### config.mk
export PLATFORM = sky130hd
export DESIGN_NAME = hazard_scoreboard
export DESIGN_NICKNAME = d
export VERILOG_FILES = /design/src/rtl/hazard_scoreboard.sv
export SDC_FILE = /design/constraint.sdc
export NUM_CORES = 1
export LEC_CHECK = 0
export CORE_MARGIN = 2
export CORE_UTILIZATION = 35
export CTS_CLUSTER_SIZE = 8
export DETAILED_ROUTE_END_ITERATION = 10
export GPL_ROUTABILITY_DRIVEN = 0
export PLACE_DENSITY = 0.55
export SETUP_SLACK_MARGIN = 0.2
export SYNTH_ARGS = -nofsm -noshare
export SYNTH_HDL_FRONTEND = slang
export SYNTH_SLANG_ARGS = --single-unit
### constraint.sdc
create_clock -name clk_i -period 2.1 [get_ports clk_i]
set_input_delay 0.315 -clock clk_i [delete_from_list [all_inputs] [get_ports clk_i]]
set_output_delay 0.315 -clock clk_i [all_outputs]
set_load 0.005 [all_outputs]
### src/rtl/hazard_scoreboard.sv
// Hazard scoreboard: tracks in-flight writers EX..WB, drives forwarding, stall, freeze.
// Optional ID-stage branch hazard detection enabled by defining HAZARD_BRANCH_ID_EN.
module hazard_scoreboard #(
  parameter int FWD_STAGES = 2,
  parameter int LOAD_STAGE = 2,
  parameter int REG_AW     = 5,
  parameter int CNT_W      = 32,
  localparam int SEL_W     = $clog2(FWD_STAGES+1)
) (
  input  logic              clk_i,
  input  logic              rst_i,
  input  logic              id_valid_i,
  input  logic [REG_AW-1:0] id_rs_i,
  input  logic [REG_AW-1:0] id_rt_i,
  input  logic              id_use_rs_i,
  input  logic              id_use_rt_i,
  input  logic              id_wr_i,
  input  logic [REG_AW-1:0] id_rd_i,
  input  logic              id_load_i,
  input  logic              id_branch_i,
  input  logic              mem_busy_i,
  output logic              stall_o,
  output logic              freeze_o,
  output logic [SEL_W-1:0]  fwd_rs_o,
  output logic [SEL_W-1:0]  fwd_rt_o,
  output logic [CNT_W-1:0]  stall_cnt_o
);

  typedef struct packed {
    logic              valid;
    logic              wr;
    logic              load;
    logic [REG_AW-1:0] rd;
  } ent_t;

  ent_t              ent_q [FWD_STAGES+1];
  logic [REG_AW-1:0] rs0_q;
  logic [REG_AW-1:0] rt0_q;
  logic              use_rs0_q;
  logic              use_rt0_q;
  logic [CNT_W-1:0]  cnt_q;
  logic              load_use;
  logic              br_haz;

  // r0 is hardwired, so a writer of r0 never produces a match
  function automatic logic hit(input ent_t e, input logic [REG_AW-1:0] r);
    return e.valid && e.wr && (e.rd == r) && (e.rd != '0);
  endfunction

  function automatic logic id_hit(input ent_t e, input logic urs,
                                  input logic [REG_AW-1:0] rs,
                                  input logic urt,
                                  input logic [REG_AW-1:0] rt);
    return (urs && hit(e, rs)) || (urt && hit(e, rt));
  endfunction

  // descending scan so the youngest match overwrites older ones
  always_comb begin
    fwd_rs_o = '0;
    fwd_rt_o = '0;
    for (int k = FWD_STAGES; k >= 1; k--) begin
      if (!(ent_q[k].load && k < LOAD_STAGE)) begin
        if (use_rs0_q && hit(ent_q[k], rs0_q))
          fwd_rs_o = SEL_W'(k);
        if (use_rt0_q && hit(ent_q[k], rt0_q))
          fwd_rt_o = SEL_W'(k);
      end
    end
  end

  always_comb begin
    load_use = 1'b0;
    for (int j = 0; j <= FWD_STAGES; j++) begin
      if (ent_q[j].load && (j + 1 < LOAD_STAGE) &&
          id_hit(ent_q[j], id_use_rs_i, id_rs_i,
                 id_use_rt_i, id_rt_i))
        load_use = 1'b1;
    end
    load_use = load_use && id_valid_i;
  end

`ifdef HAZARD_BRANCH_ID_EN
  // WB is excluded: the register file writes through to ID reads
  always_comb begin
    br_haz = 1'b0;
    for (int j = 0; j < FWD_STAGES; j++) begin
      if (id_hit(ent_q[j], id_use_rs_i, id_rs_i,
                 id_use_rt_i, id_rt_i))
        br_haz = 1'b1;
    end
    br_haz = br_haz && id_branch_i && id_valid_i;
  end
`else
  logic unused_branch;
  assign unused_branch = id_branch_i;
  assign br_haz = 1'b0;
`endif

  assign freeze_o    = mem_busy_i & ~rst_i;
  assign stall_o     = (load_use | br_haz) & ~freeze_o;
  assign stall_cnt_o = cnt_q;

  always_ff @(posedge clk_i) begin
    if (rst_i) begin
      for (int k = 0; k <= FWD_STAGES; k++)
        ent_q[k] <= '0;
      rs0_q     <= '0;
      rt0_q     <= '0;
      use_rs0_q <= 1'b0;
      use_rt0_q <= 1'b0;
      cnt_q     <= '0;
    end else begin
      if (stall_o && cnt_q != '1)
        cnt_q <= cnt_q + 1'b1;
      if (!freeze_o) begin
        for (int k = 1; k <= FWD_STAGES; k++)
          ent_q[k] <= ent_q[k-1];
        if (id_valid_i && !stall_o) begin
          ent_q[0]  <= '{valid: 1'b1, wr: id_wr_i,
                         load: id_load_i, rd: id_rd_i};
          rs0_q     <= id_rs_i;
          rt0_q     <= id_rt_i;
          use_rs0_q <= id_use_rs_i;
          use_rt0_q <= id_use_rt_i;
        end else begin
          ent_q[0]  <= '0;
          rs0_q     <= '0;
          rt0_q     <= '0;
          use_rs0_q <= 1'b0;
          use_rt0_q <= 1'b0;
        end
      end
    end
  end

endmodule

* After elaboration in Yosys (flattened, before gate mapping) *
Memories as Yosys holds them, arrays and structs flattened.
Index checks and enable logic that the tools add are counted.

operators by class
  $add $sub $neg = 1
  equal/unequal tests = 7
  muxes and demuxes = 28
  bitwise operators = 8
  reduce and logical (&&, ||, !) cells = 30

operators with widths
  cell                                                              number
  32-bit by 1-bit adder with 32-bit output (second input constant)  1
  8-bit 2-to-1 mux                                                  4
  32-bit inequality test (second input constant)                    1
  5-bit == test                                                     6
  1-bit logical AND                                                 25
  1-bit 2-to-1 mux                                                  16
  5-bit nonzero test                                                3
  2-bit 2-to-1 mux                                                  6
  5-bit 2-to-1 mux                                                  2
  1-bit bitwise OR                                                  4
  1-bit AND                                                         2
  1-bit inverter                                                    2
  1-bit logical NOT                                                 1
  1-bit logical OR                                                  1

storage, ports and cells
  memories = 1
  bits in writable memories = 24
  output and inout bits = 38
  register bits = 44
  logic and storage cells = 80

memory list
  memory  words  width  read ports  clocked after memory_dff  wr ports  line  text
  ent_q   3      8      3           0                         3         36    ent_t ent_q [FWD_STAGES+1];

* Longest topological paths before layout *
Gate-level depths: netlist of the first run.
An unclocked memory read counts as a cell.

  word-level depth = 18
  gate-level depth with buffers = 8
  mapped depth without buffers = 7

* Least setup slack after synthesis of the first run *
OpenSTA, ideal clock, no wires.

  kind = input to register
  from = input mem_busy_i
  to = register cnt_q[13] (netlist: stall_cnt_o[13])
  stages on the path = 7
  data arrival time = 1861 ps
  path slack = 115 ps
  buffers on the path = 1
  cell sequence = nor2b_1 -> buf_2 -> a211o_1 -> a2111oi_2 -> nand2_1 -> nor3_2 -> mux2_1

between the ends
  longest elaborated chain between the ends = 4

ends and longest elaborated chain
  what                    line  text
  start: declaration      21    input logic mem_busy_i,
  1-bit AND               99    assign freeze_o = mem_busy_i & ~rst_i;
  1-bit inverter          100   assign stall_o = (load_use | br_haz) & ~freeze_o;
  1-bit AND               100
  1-bit logical AND       113   if (stall_o && cnt_q != '1)
  end signal: assignment  114   cnt_q <= cnt_q + 1'b1;
  end: declaration        41    logic [CNT_W-1:0] cnt_q;

No other way between the ends.
A chain may end at the register's enable or synchronous reset.

==> results of run 1 <==
==> per-layer routing <==
metal	track usage	wire, µm	up-vias
met5	0	0	-
met3	0.05201	410	12
met2	0.3051	4482	58
met4	0.07271	168	0
li1	-	-	1473
met1	0.2307	4074	1450
==> power groups by stage <==
stage	clock (µW)	sequential, µW	combinational [µW]
floorplan	0	1440	110
global placement	0	1450	213
detailed placement	0	1450	215
CTS	983	1420	250
global route	1030	1430	296
finish	957	1420	275
==> kinds of logic (layout without fill, tap and decap cells) <==
group                    Yosys count  in the layout  share of synthesized area
multiplexers                       7              7                    0.02371
adder cells (fa/ha/maj)            1              1                   0.003823
XOR/XNOR                          41             41                     0.1098
buffers and inverters             20            154                    0.02371
flip-flops                        67             67                     0.4803
AND/OR/NAND/NOR                  157            158                     0.2639
AO/OA/AOI/OAI                     44             44                    0.09484
==> worst paths after layout <==
check                                   start                           end  cells past startpoint
setup / recovery   ent_q[0][12]$_SDFFCE_PP0P_                   fwd_rt_o[0]                      6
hold / removal    stall_cnt_o[7]$_SDFFE_PP0P_   stall_cnt_o[7]$_SDFFE_PP0P_                      2
setup reg to reg    ent_q[0][1]$_SDFFCE_PP0P_  stall_cnt_o[10]$_SDFFE_PP0P_                      9
hold reg to reg   stall_cnt_o[7]$_SDFFE_PP0P_   stall_cnt_o[7]$_SDFFE_PP0P_                      2
==> cells in the mapped netlist, types with 2 or more instances <==
library cell / number / area (µm²)
a21oi_1: 11 / 55.05
a22o_1: 12 / 105.1
and2_1: 25 / 156.4
buf_2: 2 / 10.01
clkbuf_1: 9 / 33.78
dfxtp_1: 44 / 880.8
edfxtp_1: 23 / 690.7
inv_1: 8 / 30.03
mux2_1: 6 / 67.56
nand2_1: 18 / 67.56
nand2b_1: 2 / 12.51
nand3_1: 17 / 85.08
nand4_1: 15 / 93.84
nor2_1: 36 / 135.1
nor2b_1: 6 / 37.54
nor3_1: 10 / 50.05
nor3_2: 2 / 20.02
nor4_1: 7 / 43.79
o21ai_0: 9 / 45.04
o21ai_1: 2 / 10.01
o31ai_1: 3 / 22.52
or3_1: 8 / 50.05
or4_1: 7 / 52.55
xnor2_1: 15 / 131.4
xor2_1: 26 / 227.7
==> area by class of cell <==
cell class                 instances  area (µm²)  share of cell area
tap                              111       138.9             0.02736
sequential                        67        1572              0.3096
inverter                           9       36.28            0.007148
clock inverter                     5       30.03            0.005916
multi-input combinational        251        1929              0.3801
clock buffer                      11       141.4             0.02785
timing repair buffer             129        1229              0.2421
==> metrics by stage <==
stage	utilization	instances	TNS, ps
detailed placement	0.4760	543	-10580
global route	0.5546	583	-1636
floorplan	-	337	0
CTS	0.5303	572	-428.8
global placement	0.4760	543	-9699
finish	0.5546	583	-486.3
==> state kept, by name, summed over array words and instances, names as in the netlist <==
| signal | cells |
|---|---|
| stall_cnt_o | 32 |
| ent_q | 23 |
| rs0_q | 5 |
| rt0_q | 5 |
| use_rs0_q | 1 |
| use_rt0_q | 1 |
==> what timing repair did <==
action | CTS | global route
pin swaps | 50 | 14
resized for setup | 79 | 38
cloned | 0 | 1
endpoints found under the setup margin | 56 | 57
setup buffers | 13 | 10
==> worst max-delay path, stage by stage, from the launching register on <==
cell	delay, ps
edfxtp_1	410
or4_4	560
o21ai_4	170
buf_4	130
nor2_2	40
buf_4	120
buf_6	100
==> cells in the final DEF (no fill, tap or decap), types with 4 or more instances in the layout <==
cell type	netlist	final
nand4_1	15	15
xor2_1	26	26
nand3_1	17	10
nor3_1	10	4
clkbuf_8	0	10
buf_6	0	23
or3_1	8	7
dfxtp_1	44	44
a21oi_1	11	8
buf_4	0	45
edfxtp_1	23	23
and2_1	25	17
or4_1	7	4
inv_1	8	7
xnor2_1	15	14
clkdlybuf4s50_1	0	53
nand2_1	18	16
o21ai_0	9	6
and2_4	0	8
nor2b_1	6	5
a22o_1	12	12
nand3_2	0	5
nor3_2	2	4
mux2_4	0	6
nor3_4	0	4
nor2_1	36	32
==> metrics.md, run 1 <==
| Metric | Value |
|---|---|
| Type of element launching the critical path | `register` |
| Row count | `35` |
| Antenna violations before repair | `0` |
| Wire length per cell | `around 16 µm` |
| Violated checks | `negative setup slack` |
| Top-Level Pins | `62` |
| Fraction of power consumed by combinational cells | `0.104` |
| Count of final max-slew check failures | `0` |
| Worst-skew pair later-pin latency | `350 ps` |
| Dominant register cell in the synthesized netlist | `dfxtp_1` |
| Worst slew slack as a fraction of its limit | `0.6997` |
| CTS Buf Count | `9` |
| Overall die height | `100.7 µm` |
| Total half-perimeter wirelength after legalization and detailed placement | `6195 µm` |
| Worst-case setup margin in the final layout | `-100.9 ps` |
| Global-route total usage across every layer | `0.1857` |
| Fill cell total of the finished layout | `825` |
| Area post-placement | `0.004357 mm²` |
| Gr ovfl total | `0` |
| Sequential area share after synthesis | `0.4803` |
| Diodes inserted | `0` |
| Max-cap check violation count | `0` |
| P per Cell Area | `approximately 520 mW/mm²` |
| DRC viols | `0` |
| First-pass GRT wire length | `14640 µm` |
| Clock slew at the register clock pins of the worst setup and hold paths | `approximately 70 ps` |
| Portion of total power attributed to sequential cells | `0.536` |
| Switching component of the power | `about 660 µW` |
| Flop and latch count out of synthesis | `67` |
| Worst hold path type | `register to register` |
| Die Wd | `100.7 µm` |
| Setup slack after placement | `-436.8 ps` |
| Leakage power figure | `a little under 0.002 µW` |
| Clock buffer depth | `2` |
| Proportion of layout cells with a drive suffix above 1 | `0.3136` |
| Via count of the first global-routing pass | `3038` |
| Transition time at the pin with the least slew margin | `450.5 ps` |
| P_int | `1993 µW` |
| Final number of hold-violating endpoints | `0` |
| Hold Slack | `510.4 ps` |
| Sw Share | `0.2487` |
| Core Area | `just over 0.009 mm²` |
| Overall routed net length | `9135 µm` |
| Worst Path Class, Setup | `register to primary output` |
| Mean number of vias per cell | `5.134` |
| Endpoint type of the worst setup path | `primary output` |
| Max Clock Freq | `0.4544 GHz` |
| Area growth from synthesis to final layout | `55.14%` |
| Arrival time of data at the critical path endpoint | `1890 ps` |
| Clock tree from TritonCTS | `yes` |
| CTS sink count | `67` |
| Area of the mapped netlist | `0.003272 mm²` |
| Post-layout net count | `492` |
| Final Cell Area | `0.005076 mm²` |
| Cell count after synthesis | `337` |
| Async S/R FF share, synth | `0` |
| Yosys warning total | `0` |
| Via total after detailed routing | `2993` |
| Remaining antenna violation count after routing | `0` |
| Average cell area after synthesis | `just under 10 µm²` |
| Run status | `finished with violations` |
| Post-Syn Nets | `362` |
| Cell at the root of the clock tree | `clkbuf_8` |
| Clock skew | `about 9 ps` |
| Full die area | `0.01014 mm²` |
| Library cells used by synthesis | `39` |
| Worst R2R Setup Slack | `-50 ps` |
| Total design power | `2653 µW` |
| Maximum number of pins on one net before global-route repair | `42` |
| 1st-pass router iterations | `4` |
| Data required, critical path | `about 1800 ps` |
| Ratio of final minimum period to clock period | `1.048` |
| Depth of the CTS H-tree | `3` |
| Count of input and output buffers | `60` |
| Initial Util | `0.3575` |
| Count of final setup violators | `10` |
| Min Clock Period, post-route | `2201 ps` |
| IR Drop Worst-Case VDD | `272.5 µV` |
| Unrepaired setup endpoints after global routing | `yes` |
| CP Max Fanout | `2` |
| Post-synth EDFFs | `23` |
| Part of the power in the clock network | `0.361` |
| CTS Hold Bufs | `0` |
| First-iteration detailed-routing DRC count | `73` |
No activity file was read; power rests on OpenSTA's default activity.
==> run 2, diff against run 1 <==
--- a/config.mk
+++ b/config.mk
@@ -5,12 +5,13 @@
 export SDC_FILE = /design/constraint.sdc
 export NUM_CORES = 1
 export LEC_CHECK = 0
+export ABC_AREA = 1
 export CORE_MARGIN = 2
 export CORE_UTILIZATION = 35
 export CTS_CLUSTER_SIZE = 8
 export DETAILED_ROUTE_END_ITERATION = 10
 export GPL_ROUTABILITY_DRIVEN = 0
-export PLACE_DENSITY = 0.55
+export PLACE_DENSITY = 0.54
 export SETUP_SLACK_MARGIN = 0.2
 export SYNTH_ARGS = -nofsm -noshare
 export SYNTH_HDL_FRONTEND = slang
==> run 2 against run 1 <==
Net effect:
- the run now ends clean
- clock skew shrank 0.88 ps
- core utilization shrank 5.8 points
- maximum frequency grew 5.4%
- cell count grew 36%
- clock power grew 32%
- global-route usage shrank 0.20 points
- final area grew 6.1%
- die area grew 18%
- power grew 13%
- critical path type unchanged
- largest cell class unchanged
==> metrics.md, run 2 <==
| Metric | Value |
|---|---|
| IR Drop Worst-Case VDD | `about 290 µV` |
| Post-layout net count | `about 670` |
| Worst slew slack as a fraction of its limit | `0.6637` |
| First-pass GRT wire length | `17150 µm` |
| Worst hold path type | `primary input to register` |
| Sum of buffers and inverters on the critical path | `4` |
| Area growth from synthesis to final layout | `38.08%` |
| Most instantiated cells after synthesis | `nand2_1, nor2_1, inv_1, dfxtp_1, edfxtp_1` |
| Flop and latch count out of synthesis | `67` |
| CP peak stage delay | `around 460 ps` |
| Most used cells in the layout excluding fill and tap cells | `nand2_1, nor2_1, inv_1, clkdlybuf4s50_1, buf_4` |
| Ratio of final minimum period to clock period | `0.9941` |
| Remaining antenna violation count after routing | `0` |
| Arrival time of data at the critical path endpoint | `1770 ps` |
| Setup slack after placement | `-194.7 ps` |
| Worst-skew pair later-pin latency | `360 ps` |
| Async S/R FF share, synth | `0` |
| CTS sink count | `67` |
| Cell count after synthesis | `533` |
| Final number of hold-violating endpoints | `0` |
| Clock skew | `8.143 ps` |
| P per Cell Area | `around 560 mW/mm²` |
| Run status | `finished clean` |
| Clock slew at the register clock pins of the worst setup and hold paths | `80 ps` |
| Global-route total usage across every layer | `0.1837` |
| Proportion of layout cells with a drive suffix above 1 | `0.2550` |
| CP Cell Sequence | `buf_6, buf_6, nor3_2, nand3_1, nand3_1, nor2_2, buf_4, nor2_1, buf_2` |
| Depth of the CTS H-tree | `3` |
| Accumulated negative setup slack | `0 ps` |
| Average cell area after synthesis | `between 7 and 8 µm²` |
| Dominant register cell in the synthesized netlist | `dfxtp_1` |
| Via total after detailed routing | `~3700` |
| Worst-case setup margin in the final layout | `12.32 ps` |
| Count of input and output buffers | `60` |
| Full die area | `~0.012 mm²` |
| Gr ovfl total | `0` |
| CP Max Fanout | `3` |
| Die Wd | `109.6 µm` |
| Yosys warning total | `0` |
| Via count of the first global-routing pass | `~3600` |
| Leakage power figure | `0.002202 µW` |
| Kind of cell with the highest combined delay on the critical path | `buffers and inverters` |
| Type of element launching the critical path | `register` |
| DRC viols | `0` |
| First-iteration detailed-routing DRC count | `approximately 220` |
| 1st-pass router iterations | `5` |
| Max Clock Freq | `between 0.4 and 0.5 GHz` |
| Count of final max-slew check failures | `0` |
| Cell at the root of the clock tree | `clkbuf_8` |
| Biggest area contributors in the synthesized netlist | `dfxtp_1, edfxtp_1, nand2_1` |
| Worst Path Class, Setup | `register to primary output` |
| Overall die height | `109.6 µm` |
| Fraction of synthesized cell area taken by the top area cell type | `0.2259` |
| CTS Buf Count | `9` |
| Most common library cell in the layout ignoring fill and taps | `nand2_1` |
| Count of final setup violators | `0` |
| Total half-perimeter wirelength after legalization and detailed placement | `7435 µm` |
| Transition time at the pin with the least slew margin | `503.8 ps` |
| Slowest CP cell | `edfxtp_1` |
| Clock tree from TritonCTS | `yes` |
| Max-cap check violation count | `0` |
| Data required, critical path | `1780 ps` |
| Library cells used by synthesis | `39` |
| Post-synth EDFFs | `23` |
| Clock buffer depth | `2` |
| Overall routed net length | `~10000 µm` |
| Unrepaired setup endpoints after global routing | `yes` |
| Initial Util | `0.3598` |
| Most common cell in the synthesized netlist | `nand2_1` |
| Sequential area share after synthesis | `0.4030` |
| Row count | `38` |
| Library cell occupying the most area in the post-synthesis netlist | `dfxtp_1` |
| Top-Level Pins | `between 60 and 70` |
| Maximum number of pins on one net before global-route repair | `34` |
| Wire length per cell | `around 13 µm` |
| CTS Hold Bufs | `0` |
| Mean number of vias per cell | `4.670` |
| Core Area | `roughly 0.011 mm²` |
| Min Clock Period, post-route | `2088 ps` |
| Endpoint type of the worst setup path | `primary output` |
| Area of the mapped netlist | `around 0.0039 mm²` |
| Flip-flop count of the largest register after layout | `32` |
| Post-Syn Nets | `558` |
| Antenna violations before repair | `1` |
[run 2: changes by cell type after synthesis, sizes merged, moves of 7 or more]
cell / previous run / this run
a21oi: 11 / 20
a22o: 12 / 0
and2: 25 / 0
clkbuf: 9 / 2
inv: 8 / 94
nand2: 18 / 120
nand3: 17 / 33
nor2: 36 / 118
o22ai: 1 / 15
or3: 8 / 0
or4: 7 / 0
xnor2: 15 / 2
xor2: 26 / 2
[run 2: logic make-up (layout without fill, tap and decap cells)]
logic type      Yosys count  in the layout  synth area share
other cells               0              1                 0
fa+ha+maj                 1              1          0.003208
buf+inv                 104            222            0.1136
simple gates            308            308            0.3914
compound gates           49             49           0.07989
flops                    67             67            0.4029
xor+xnor                  4              4          0.008985
[run 2: layout make-up]
class | instances | area (µm²)
sequential | 67 | 1585
antenna | 1 | 2.502
inverter | 94 | 355.3
timing repair buffer | 112 | 1032
fill | 1085 | 5455
clock inverter | 6 | 93.84
multi-input combinational | 362 | 2003
tap | 140 | 175.2
clock buffer | 10 | 137.6
[run 2: worst paths after layout]
| kind | start | endpoint | depth (start not counted) | slack [ps] |
|---|---|---|---|---|
| max | ent_q[0][11]$_SDFFCE_PP0P_ | fwd_rs_o[1] | 9 | 10 |
| min | id_rs_i[0] | rs0_q[0]$_SDFFE_PP0N_ | 4 | 400 |
| max reg2reg | ent_q[0][3]$_SDFFCE_PP0P_ | ent_q[0][11]$_SDFFCE_PP0P_ | 12 | 240 |
| min reg2reg | stall_cnt_o[0]$_SDFFE_PP0P_ | stall_cnt_o[0]$_SDFFE_PP0P_ | 1 | 480 |
[run 2: repair_timing]
item / in CTS / in global routing
setup buffers: 25 / 1
pin swaps: 14 / 13
setup endpoints to repair: 24 / 38
gates resized for setup: 39 / 36
endpoints found under the hold margin: 0 / 0
[run 2: per-layer routing]
metal | up-vias | track usage | share of wire
met2 | 77 | 0.2870 | 0.45
li1 | 1945 | - | -
met5 | - | 0 | 0
met4 | 0 | 0.07776 | 0.020
met3 | 14 | 0.02490 | 0.046
met1 | 1663 | 0.2542 | 0.48
[run 2: through the flow]
stage	total power [µW]	std cells	area, µm²	util	hold slack (ps)
floorplan	1587	533	3900	-	386.5
global placement	1699	749	4818	0.4445	488.8
detailed placement	1703	749	4818	0.4445	495.3
CTS	3008	790	5256	0.4849	444.7
global route	3110	792	5385	0.4968	402.3
finish	2992	792	5385	0.4968	399.4
[run 2: worst reg2reg max path, delay by kind of cell (launching register included)]
kind	cells	cell delay [ps]
and+or+nand+nor	1	60
DFF	1	410
buffers and inverters	11	1280
[run 2: power breakdown]
group | switching [µW] | internal, µW
Clock | 547 | 713
Combinational | 163 | 159
Sequential | 32.5 | 1380
Total | 742 | 2250
==> run 3, diff against run 2 <==
--- a/config.mk
+++ b/config.mk
@@ -5,13 +5,11 @@
 export SDC_FILE = /design/constraint.sdc
 export NUM_CORES = 1
 export LEC_CHECK = 0
-export ABC_AREA = 1
 export CORE_MARGIN = 2
 export CORE_UTILIZATION = 35
-export CTS_CLUSTER_SIZE = 8
 export DETAILED_ROUTE_END_ITERATION = 10
 export GPL_ROUTABILITY_DRIVEN = 0
-export PLACE_DENSITY = 0.54
+export PLACE_DENSITY = 0.55
 export SETUP_SLACK_MARGIN = 0.2
 export SYNTH_ARGS = -nofsm -noshare
 export SYNTH_HDL_FRONTEND = slang
==> results of run 3 <==
No change in the layout: final DEF, timing and power equal those of run 1.
